--- src/rtl/gelato_decode_pkg.sv ---
// Shared types for the gelato decode stage: opcode constants, immediate
// format classification and the decoded-instruction record handed to issue.
package gelato_decode_pkg;

    localparam int XLEN  = 32;
    localparam int OPC_W = 7;
    localparam int REG_W = 5;
    localparam int F3_W  = 3;
    localparam int F7_W  = 7;

    localparam logic [OPC_W-1:0] OPC_LOAD   = 7'b0000011;
    localparam logic [OPC_W-1:0] OPC_STORE  = 7'b0100011;
    localparam logic [OPC_W-1:0] OPC_OP_IMM = 7'b0010011;
    localparam logic [OPC_W-1:0] OPC_OP     = 7'b0110011;
    localparam logic [OPC_W-1:0] OPC_LUI    = 7'b0110111;
    localparam logic [OPC_W-1:0] OPC_AUIPC  = 7'b0010111;
    localparam logic [OPC_W-1:0] OPC_BRANCH = 7'b1100011;
    localparam logic [OPC_W-1:0] OPC_JAL    = 7'b1101111;
    localparam logic [OPC_W-1:0] OPC_JALR   = 7'b1100111;
    localparam logic [OPC_W-1:0] OPC_MADD   = 7'b1000011;
    localparam logic [OPC_W-1:0] OPC_MSUB   = 7'b1000111;
    localparam logic [OPC_W-1:0] OPC_NMSUB  = 7'b1001011;
    localparam logic [OPC_W-1:0] OPC_NMADD  = 7'b1001111;

    // FMT_NONE marks an opcode outside the supported set
    typedef enum logic [2:0] {
        FMT_R,
        FMT_R4,
        FMT_I,
        FMT_S,
        FMT_B,
        FMT_U,
        FMT_J,
        FMT_NONE
    } imm_fmt_e;

    typedef struct packed {
        logic [OPC_W-1:0] opcode;
        logic [REG_W-1:0] rd;
        logic [REG_W-1:0] rs1;
        logic [REG_W-1:0] rs2;
        logic [REG_W-1:0] rs3;
        logic [XLEN-1:0]  imm;
        logic [F3_W-1:0]  funct3;
        logic [F7_W-1:0]  funct7;
    } gelato_inst_t;

    function automatic imm_fmt_e imm_fmt(input logic [OPC_W-1:0] opc);
        imm_fmt_e f;
        case (opc)
            OPC_LOAD, OPC_OP_IMM, OPC_JALR:            f = FMT_I;
            OPC_STORE:                                 f = FMT_S;
            OPC_BRANCH:                                f = FMT_B;
            OPC_LUI, OPC_AUIPC:                        f = FMT_U;
            OPC_JAL:                                   f = FMT_J;
            OPC_OP:                                    f = FMT_R;
            OPC_MADD, OPC_MSUB, OPC_NMSUB, OPC_NMADD:  f = FMT_R4;
            default:                                   f = FMT_NONE;
        endcase
        return f;
    endfunction

endpackage

--- src/rtl/gelato_inst_decoder.sv ---
// Combinational instruction cracker: raw 32-bit word -> decoded fields plus
// an illegal flag. Unsupported opcodes still get their raw register/funct
// fields so issue can report the trap with context.
module gelato_inst_decoder
    import gelato_decode_pkg::*;
(
    input  logic [XLEN-1:0] inst_i,
    output gelato_inst_t    dec_o,
    output logic            illegal_o
);

    imm_fmt_e fmt;
    logic     sgn;

    // Field extraction and immediate assembly by format
    always_comb begin
        fmt        = imm_fmt(inst_i[6:0]);
        sgn        = inst_i[31];
        dec_o      = '0;
        dec_o.opcode = inst_i[6:0];
        dec_o.rd     = inst_i[11:7];
        dec_o.rs1    = inst_i[19:15];
        dec_o.rs2    = inst_i[24:20];
        dec_o.funct3 = inst_i[14:12];
        dec_o.funct7 = inst_i[31:25];
        illegal_o    = (fmt == FMT_NONE);
        case (fmt)
            FMT_I: dec_o.imm = {{20{sgn}}, inst_i[31:20]};
            FMT_S: begin
                dec_o.imm = {{20{sgn}}, inst_i[31:25], inst_i[11:7]};
                dec_o.rd  = '0;
            end
            FMT_B: begin
                dec_o.imm = {{19{sgn}}, sgn, inst_i[7], inst_i[30:25], inst_i[11:8], 1'b0};
                dec_o.rd  = '0;
            end
            FMT_U:  dec_o.imm = {inst_i[31:12], 12'b0};
            FMT_J:  dec_o.imm = {{11{sgn}}, sgn, inst_i[19:12], inst_i[20], inst_i[30:21], 1'b0};
            FMT_R4: dec_o.rs3 = inst_i[31:27];
            default: ;
        endcase
    end

endmodule

--- src/rtl/gelato_decode.sv ---
// Decode stage between fetch and issue. One output register plus one skid
// entry, so fetch_ready can be a plain flop with no path from dec_ready.
//
//  state    | meaning
//  ---------+-----------------------------------------------
//  ST_EMPTY | output register invalid, skid invalid
//  ST_BUSY  | output register valid, skid invalid
//  ST_FULL  | output and skid valid, fetch_ready held low
module gelato_decode
    import gelato_decode_pkg::*;
#(
    parameter int WARP_ID_W = 3
) (
    input  logic                 clk,
    input  logic                 rst_n,
    input  logic                 flush,
    input  logic                 fetch_valid,
    output logic                 fetch_ready,
    input  logic [XLEN-1:0]      fetch_inst,
    input  logic [XLEN-1:0]      fetch_pc,
    input  logic [WARP_ID_W-1:0] fetch_warp,
    output logic                 dec_valid,
    input  logic                 dec_ready,
    output gelato_inst_t         dec_inst,
    output logic [XLEN-1:0]      dec_pc,
    output logic [WARP_ID_W-1:0] dec_warp,
    output logic                 dec_illegal
);

    typedef struct packed {
        gelato_inst_t          inst;
        logic [XLEN-1:0]       pc;
        logic [WARP_ID_W-1:0]  warp;
        logic                  illegal;
    } entry_t;

    typedef enum logic [1:0] {
        ST_EMPTY,
        ST_BUSY,
        ST_FULL
    } occ_e;

    occ_e         state_q;
    entry_t       out_q;
    entry_t       skid_q;
    logic         fetch_ready_q;
    logic         dec_valid_q;
    entry_t       new_entry;
    gelato_inst_t new_inst;
    logic         new_illegal;
    logic         fetch_xfer;
    logic         dec_xfer;

    gelato_inst_decoder u_dec (
        .inst_i    (fetch_inst),
        .dec_o     (new_inst),
        .illegal_o (new_illegal)
    );

    assign new_entry  = '{inst: new_inst, pc: fetch_pc, warp: fetch_warp, illegal: new_illegal};
    assign fetch_xfer = fetch_valid && fetch_ready_q;
    assign dec_xfer   = dec_valid_q && dec_ready;

    // Occupancy FSM; a dec transfer in a flush cycle needs no special handling
    // because flush empties everything anyway.
    always_ff @(posedge clk) begin
        if (!rst_n) begin
            state_q       <= ST_EMPTY;
            fetch_ready_q <= 1'b1;
            dec_valid_q   <= 1'b0;
            out_q         <= '0;
            skid_q        <= '0;
        end else if (flush) begin
            state_q       <= ST_EMPTY;
            fetch_ready_q <= 1'b1;
            dec_valid_q   <= 1'b0;
        end else begin
            case (state_q)
                ST_EMPTY: begin
                    if (fetch_xfer) begin
                        out_q       <= new_entry;
                        dec_valid_q <= 1'b1;
                        state_q     <= ST_BUSY;
                    end
                end
                ST_BUSY: begin
                    if (fetch_xfer && dec_xfer) begin
                        out_q <= new_entry;
                    end else if (fetch_xfer) begin
                        skid_q        <= new_entry;
                        fetch_ready_q <= 1'b0;
                        state_q       <= ST_FULL;
                    end else if (dec_xfer) begin
                        dec_valid_q <= 1'b0;
                        state_q     <= ST_EMPTY;
                    end
                end
                ST_FULL: begin
                    if (dec_xfer) begin
                        out_q         <= skid_q;
                        fetch_ready_q <= 1'b1;
                        state_q       <= ST_BUSY;
                    end
                end
                default: begin
                    state_q       <= ST_EMPTY;
                    fetch_ready_q <= 1'b1;
                    dec_valid_q   <= 1'b0;
                end
            endcase
        end
    end

    assign fetch_ready = fetch_ready_q;
    assign dec_valid   = dec_valid_q;
    assign dec_inst    = out_q.inst;
    assign dec_pc      = out_q.pc;
    assign dec_warp    = out_q.warp;
    assign dec_illegal = out_q.illegal;

endmodule
--- config.mk ---
export PLATFORM = sky130hd
export DESIGN_NAME = gelato_decode
export DESIGN_NICKNAME = d
export VERILOG_FILES = /design/src/rtl/gelato_decode_pkg.sv /design/src/rtl/gelato_inst_decoder.sv /design/src/rtl/gelato_decode.sv
export SDC_FILE = /design/constraint.sdc
export NUM_CORES = 1
export LEC_CHECK = 0
export ABC_CLOCK_PERIOD_IN_PS = 2300
export CELL_PAD_IN_SITES_DETAIL_PLACEMENT = 1
export CELL_PAD_IN_SITES_GLOBAL_PLACEMENT = 1
export CORE_AREA = 2 2 162 164
export DETAILED_ROUTE_END_ITERATION = 7
export DIE_AREA = 0 0 164 166
export HOLD_SLACK_MARGIN = 0.06
export PLACE_DENSITY_LB_ADDON = 0.25
export SYNTH_ARGS = -nofsm -noshare
export SYNTH_HDL_FRONTEND = slang
export SYNTH_HIERARCHICAL = 1
export SYNTH_SLANG_ARGS = --single-unit
export TNS_END_PERCENT = 50
--- constraint.sdc ---
create_clock -name clk -period 2.3 [get_ports clk]
set_clock_uncertainty 0.15 [all_clocks]
set_input_delay 0.46 -clock clk [delete_from_list [all_inputs] [get_ports clk]]
set_output_delay 0.46 -clock clk [all_outputs]
set_load 0.1 [all_outputs]
# [Yosys cells after proc, flatten, opt, wreduce, memory -nomap -nowiden]
# Cells that the tools add are included.
[classes] n_reduce_logical=15 eq_ne=30 mux=23 bitwise=5
[op_table] op="two-way mux 105 bit" count=3
[op_table] op="case mux 105 bit (3 select lines)" count=1
[op_table] op="case mux 32 bit (5 select lines)" count=1
[op_table] op="equality test 7 bit (second input constant)" count=7
[op_table] op="equality test 7 x 6 -> 1 bit (second input constant)" count=3
[op_table] op="case mux 3 bit (7 select lines)" count=1
[op_table] op="equality test 7 x 5 -> 1 bit (second input constant)" count=2
[op_table] op="inequality test 2 bit (second input constant)" count=7
[op_table] op="equality test 3 bit (second input constant)" count=4
[op_table] op="AND reduction 4 bit" count=3
[op_table] op="two-way mux 2 bit" count=5
[op_table] op="two-way mux 5 bit" count=2
[op_table] op="AND reduction 5 bit" count=2
[op_table] op="equality test 7 x 2 -> 1 bit (second input constant)" count=1
[op_table] op="two-way mux 1 bit" count=7
[op_table] op="equality test 3 x 2 -> 1 bit (second input constant)" count=2
[op_table] op="case mux 1 bit (3 select lines)" count=2
[op_table] op="case mux 2 bit (3 select lines)" count=1
[op_table] op="OR reduction 2 bit" count=3
[op_table] op="inverter 1 bit" count=5
[op_table] op="OR reduction 4 bit" count=1
[op_table] op="equality test 3 x 1 -> 1 bit (second input constant)" count=1
[op_table] op="logical AND 1 bit" count=3
[op_table] op="inequality test 3 bit (second input constant)" count=1
[op_table] op="other kinds (5)" count=5
[word_totals] regBits=214 out_inout_bits=107

# [Logic depth before layout (Yosys ltp)]
[logic_depth] depth_word=8 ltp_mapped=8 ltp_nobuf=6

# [By module]
# Netlist, hierarchy kept.
[by_module_without_submodules] mod="gelato_decode" instances=1 area_per_inst_um2=9101.2 cells_per_inst=968
[by_module_without_submodules] mod="gelato_inst_decoder" instances=1 area_per_inst_um2=898.4 cells_per_inst=124

# [Worst setup path before layout]
# No wires, ideal clock.
[synth_path] path_type="register -> register" start="register fetch_ready_q (netlist: fetch_ready)" end="register skid_q[49] (netlist bit)" period_less_slack_ns=2.755 t_arrival_ns=2.489 slack_ns=-0.455 stages_incl_launch_ff=8 path_buffers=3 path_cell_list="dfxtp_1 -> nand2_1 -> or4_1 -> clkbuf_1 -> buf_2 -> clkbuf_1 -> nand2_1 -> a21boi_1"
[synth_via] elab_chain_cells=4
[synth_lines] element="start, declared" line="gelato_decode.sv:46" source="logic fetch_ready_q;"
[synth_lines] element="start signal, assigned" line="gelato_decode.sv:69" source="fetch_ready_q <= 1'b1;"
[synth_lines] element="start signal, assigned" line="gelato_decode.sv:75" source="fetch_ready_q <= 1'b1;"
[synth_lines] element="start signal, assigned" line="gelato_decode.sv:91" source="fetch_ready_q <= 1'b0;"
[synth_lines] element="logical AND 1 bit (*)" line="gelato_decode.sv:61" source="assign fetch_xfer = fetch_valid && fetch_ready_q;"
[synth_lines] element="logical AND 1 bit" line="gelato_decode.sv:87" source="if (fetch_xfer && dec_xfer) begin"
[synth_lines] element="inverter 1 bit (no source line)"
[synth_lines] element="AND reduction 4 bit (no source line) (*)"
[synth_lines] element="end signal, assigned" line="gelato_decode.sv:90" source="skid_q <= new_entry;"
[synth_lines] element="end, declared" line="gelato_decode.sv:45" source="entry_t skid_q;"
# Mark *: on every way between the ends. The rest lies on a longest branch, timed or not.
# A chain may end at the register's enable or synchronous reset.

==> qor.txt <==
crit path kind - in2reg
Setup Fix Bufs, Post-CTS - 0
EDFF count, synth - 0
worst rel slew slack - 71.88%
initial antenna violation count - 1
Detailed Place HPWL - 20,880 um
syn_nets - 1,164
Routed WL - 30,830 um
simple-gate portion of the synthesized area - 16.72%
# rows - 59
vias in the first global route - 8,578
final std cells w/o fill - 1,598
status - complete, no violations
core area - 25,620 um^2
largest net degree at the start of global routing - 71
overall power - 0.01003 W
top-area cell type share of the netlist area - 42.84%
Inst Count DP - 1,554
Mapped Cells - 1,092
mux share of post-synthesis cell area - 10.62%
Synth area leader - dfxtp_1
Pleak - 6.659 nW
global-route wire length before repair - 48,090 um
CP endpoint kind - flop
clock network latency to the later pin of the worst-skew pair - 0.53 ns
Die X - 164 um
Synth Area in Compound Gates - 22.76%
Mean Syn Cell Area - 9.157 um^2
Area contributors post-synth - dfxtp_1 43%, mux2i_1 11%, o211a_1 11%
clock sinks - 214
CTS tree - done
final hold vios - 0
Starting Density - 39.04%
DRT Pass-1 Iters - 5
#FFs+latches synth - 214
CP arrival - 2.49 ns
crit path time final - 2.176 ns
Min-Delay Path Class - in2reg
Yosys Warn Count - 6
unrepaired setup endpoints after global routing - no
Die H - 166 um
Routed wire per std cell - 19.30 um
DR vias/cell - 5.413
commonest cells after routing, fill and taps aside - 215 x nand2_1, 212 x dfxtp_1, 164 x buf_4
# fillers - 2,901
final setup violation count - 0
Routed Antenna Nets - 0
main combinational cell family by area after synthesis - compound AO/OA/AOI/OAI gates
WP data required - 2.61 ns
CTS buffer count - 25
CTS Hold Buffers Added - 0
Primary FF master, synth - dfxtp_1
CTS clk-pin slew, worst paths - 0.06 ns
CTS Buffer Depth - 3
I/O Pins - 179
f_max - 0.4596 GHz
Slew Viols, Final - 0
crit start category - primary input
clock root buffer - clkbuf_16
grt ovf - 0
Cell variety after synth - 51
post-route clock period utilization - 94.61%
peak supply drop - 0.4653 mV
Area Growth Syn to Fin - 29.84%
IO Port Bufs - 178
DRC - 0
via count - 8,650
Starting DRT DRC Count - 467
die area - 27,220 um^2
Pwr per Cell Area - 772.2 nW/um^2
Synth Area in Adders - 0%
sequential fraction of the synthesis area - 42.84%
Final Wtd Congestion - 0.8575
MaxCap Viol Count - 0
fin nets - 1,318
XOR/XNOR share of the synthesized area - 0%
layout cell share with drive strength beyond 1 - 20.21%
Mapped Area - 10000 um^2
commonest non-fill, non-tap cell in the layout - nand2_1
worst slew pin tran - 0.4218 ns
worst-path fanout max - 8
H-tree depth - 1
All-Layer GR Usage - 21.97%
Synth async-reset ratio - 0%
==> worst paths after layout <==
check | start | end | slack [ns] | cells after the start
worst max-delay path | fetch_inst[3] | dec_inst[28]$_SDFFE_PN0P_ | 0.12 | 7
worst max register to register | state_q[1]$_SDFFE_PP0P_ | skid_q[26]$_SDFFE_PN0P_ | 0.25 | 6
worst min register to register | skid_q[73]$_SDFFE_PN0P_ | skid_q[73]$_SDFFE_PN0P_ | 0.30 | 2
worst min-delay path | rst_n | dec_inst[29]$_SDFFE_PN0P_ | 0.16 | 2
==> worst max-delay path: stages <==
cell	delay, ns
clkdlybuf4s50_1	0.50
or4b_4	0.60
or3_4	0.41
o211ai_1	0.15
mux2i_1	0.12
nand3_1	0.10
o211a_1	0.14
==> cells in the mapped netlist, drive strengths merged (5+ instances only) <==
master	n
mux2i	105
o211ai	8
o211a	105
a21o	11
nor2	5
o2111ai	9
clkbuf	55
buf	78
a21boi	106
nand2	215
and2	18
dfxtp	214
nand3	109
==> sequential cells by signal (all words and copies together) (netlist names) <==
signal	flops
dec_illegal	1
dec_inst	69
dec_pc	32
dec_valid	1
dec_warp	3
fetch_ready	1
skid_q	105
state_q	2
==> through the flow <==
stage          hold slack [ns]  setup TNS [ns]  setup WS (ns)  util [%]  cell area [um^2]
4_1_cts                 0.1391               0        0.05303     50.58             12960
2_1_floorplan           0.2844               0        0.05821         -             10000
3_5_place_dp            0.2945          -48.35        -0.5708     47.64             12200
5_1_grt                 0.1613               0        0.07015     50.69             12980
6_report                0.1618               0         0.1240     50.69             12980
3_3_place_gp            0.2896          -46.49        -0.5220     47.64             12200
==> kinds of logic (layout without fill, tap and decap cells) <==
group	count (synthesis)	count (layout)
flip-flops	214	214
multiplexers	106	106
buffers and inverters	137	307
other	0	1
AND/OR/NAND/NOR	372	372
AO/OA/AOI/OAI	263	263
==> power breakdown <==
group	leakage [nW]	total [W]	switching, W	internal [W]
combinational	4.54	0.00233	0.00167	0.000658
clock	0.373	0.00370	0.00157	0.00213
sequential	1.74	0.00399	0.000110	0.00388
total	6.66	0.0100	0.00335	0.00667
==> final cells by class <==
| type | instances | area [um^2] | area share [%] |
|---|---|---|---|
| Clock buffer | 37 | 710.7 | 5.474 |
| Sequential cell | 214 | 4289 | 33.03 |
| Clock inverter | 6 | 40.04 | 0.3084 |
| Timing Repair Buffer | 260 | 2427 | 18.70 |
| Inverter | 4 | 15.01 | 0.1156 |
| Tap cell | 335 | 419.2 | 3.228 |
| Antenna cell | 1 | 2.502 | 0.01927 |
| Multi-Input combinational cell | 741 | 5080 | 39.12 |
==> layer usage <==
| metal | track usage, % | up-vias | share of wire, % |
|---|---|---|---|
| met4 | 5.530 | 0 | 2.0 |
| met1 | 30.85 | 4265 | 47 |
| li1 | - | 4156 | - |
| met5 | 0 | - | 0 |
| met3 | 3.072 | 40 | 4.9 |
| met2 | 35.48 | 189 | 46 |
==> timing repair <==
action,in CTS,in global routing
setup endpoints to repair,2,20
pin swaps,0,0
gates resized for setup,2,5
No activity file was read; power rests on OpenSTA's default activity.
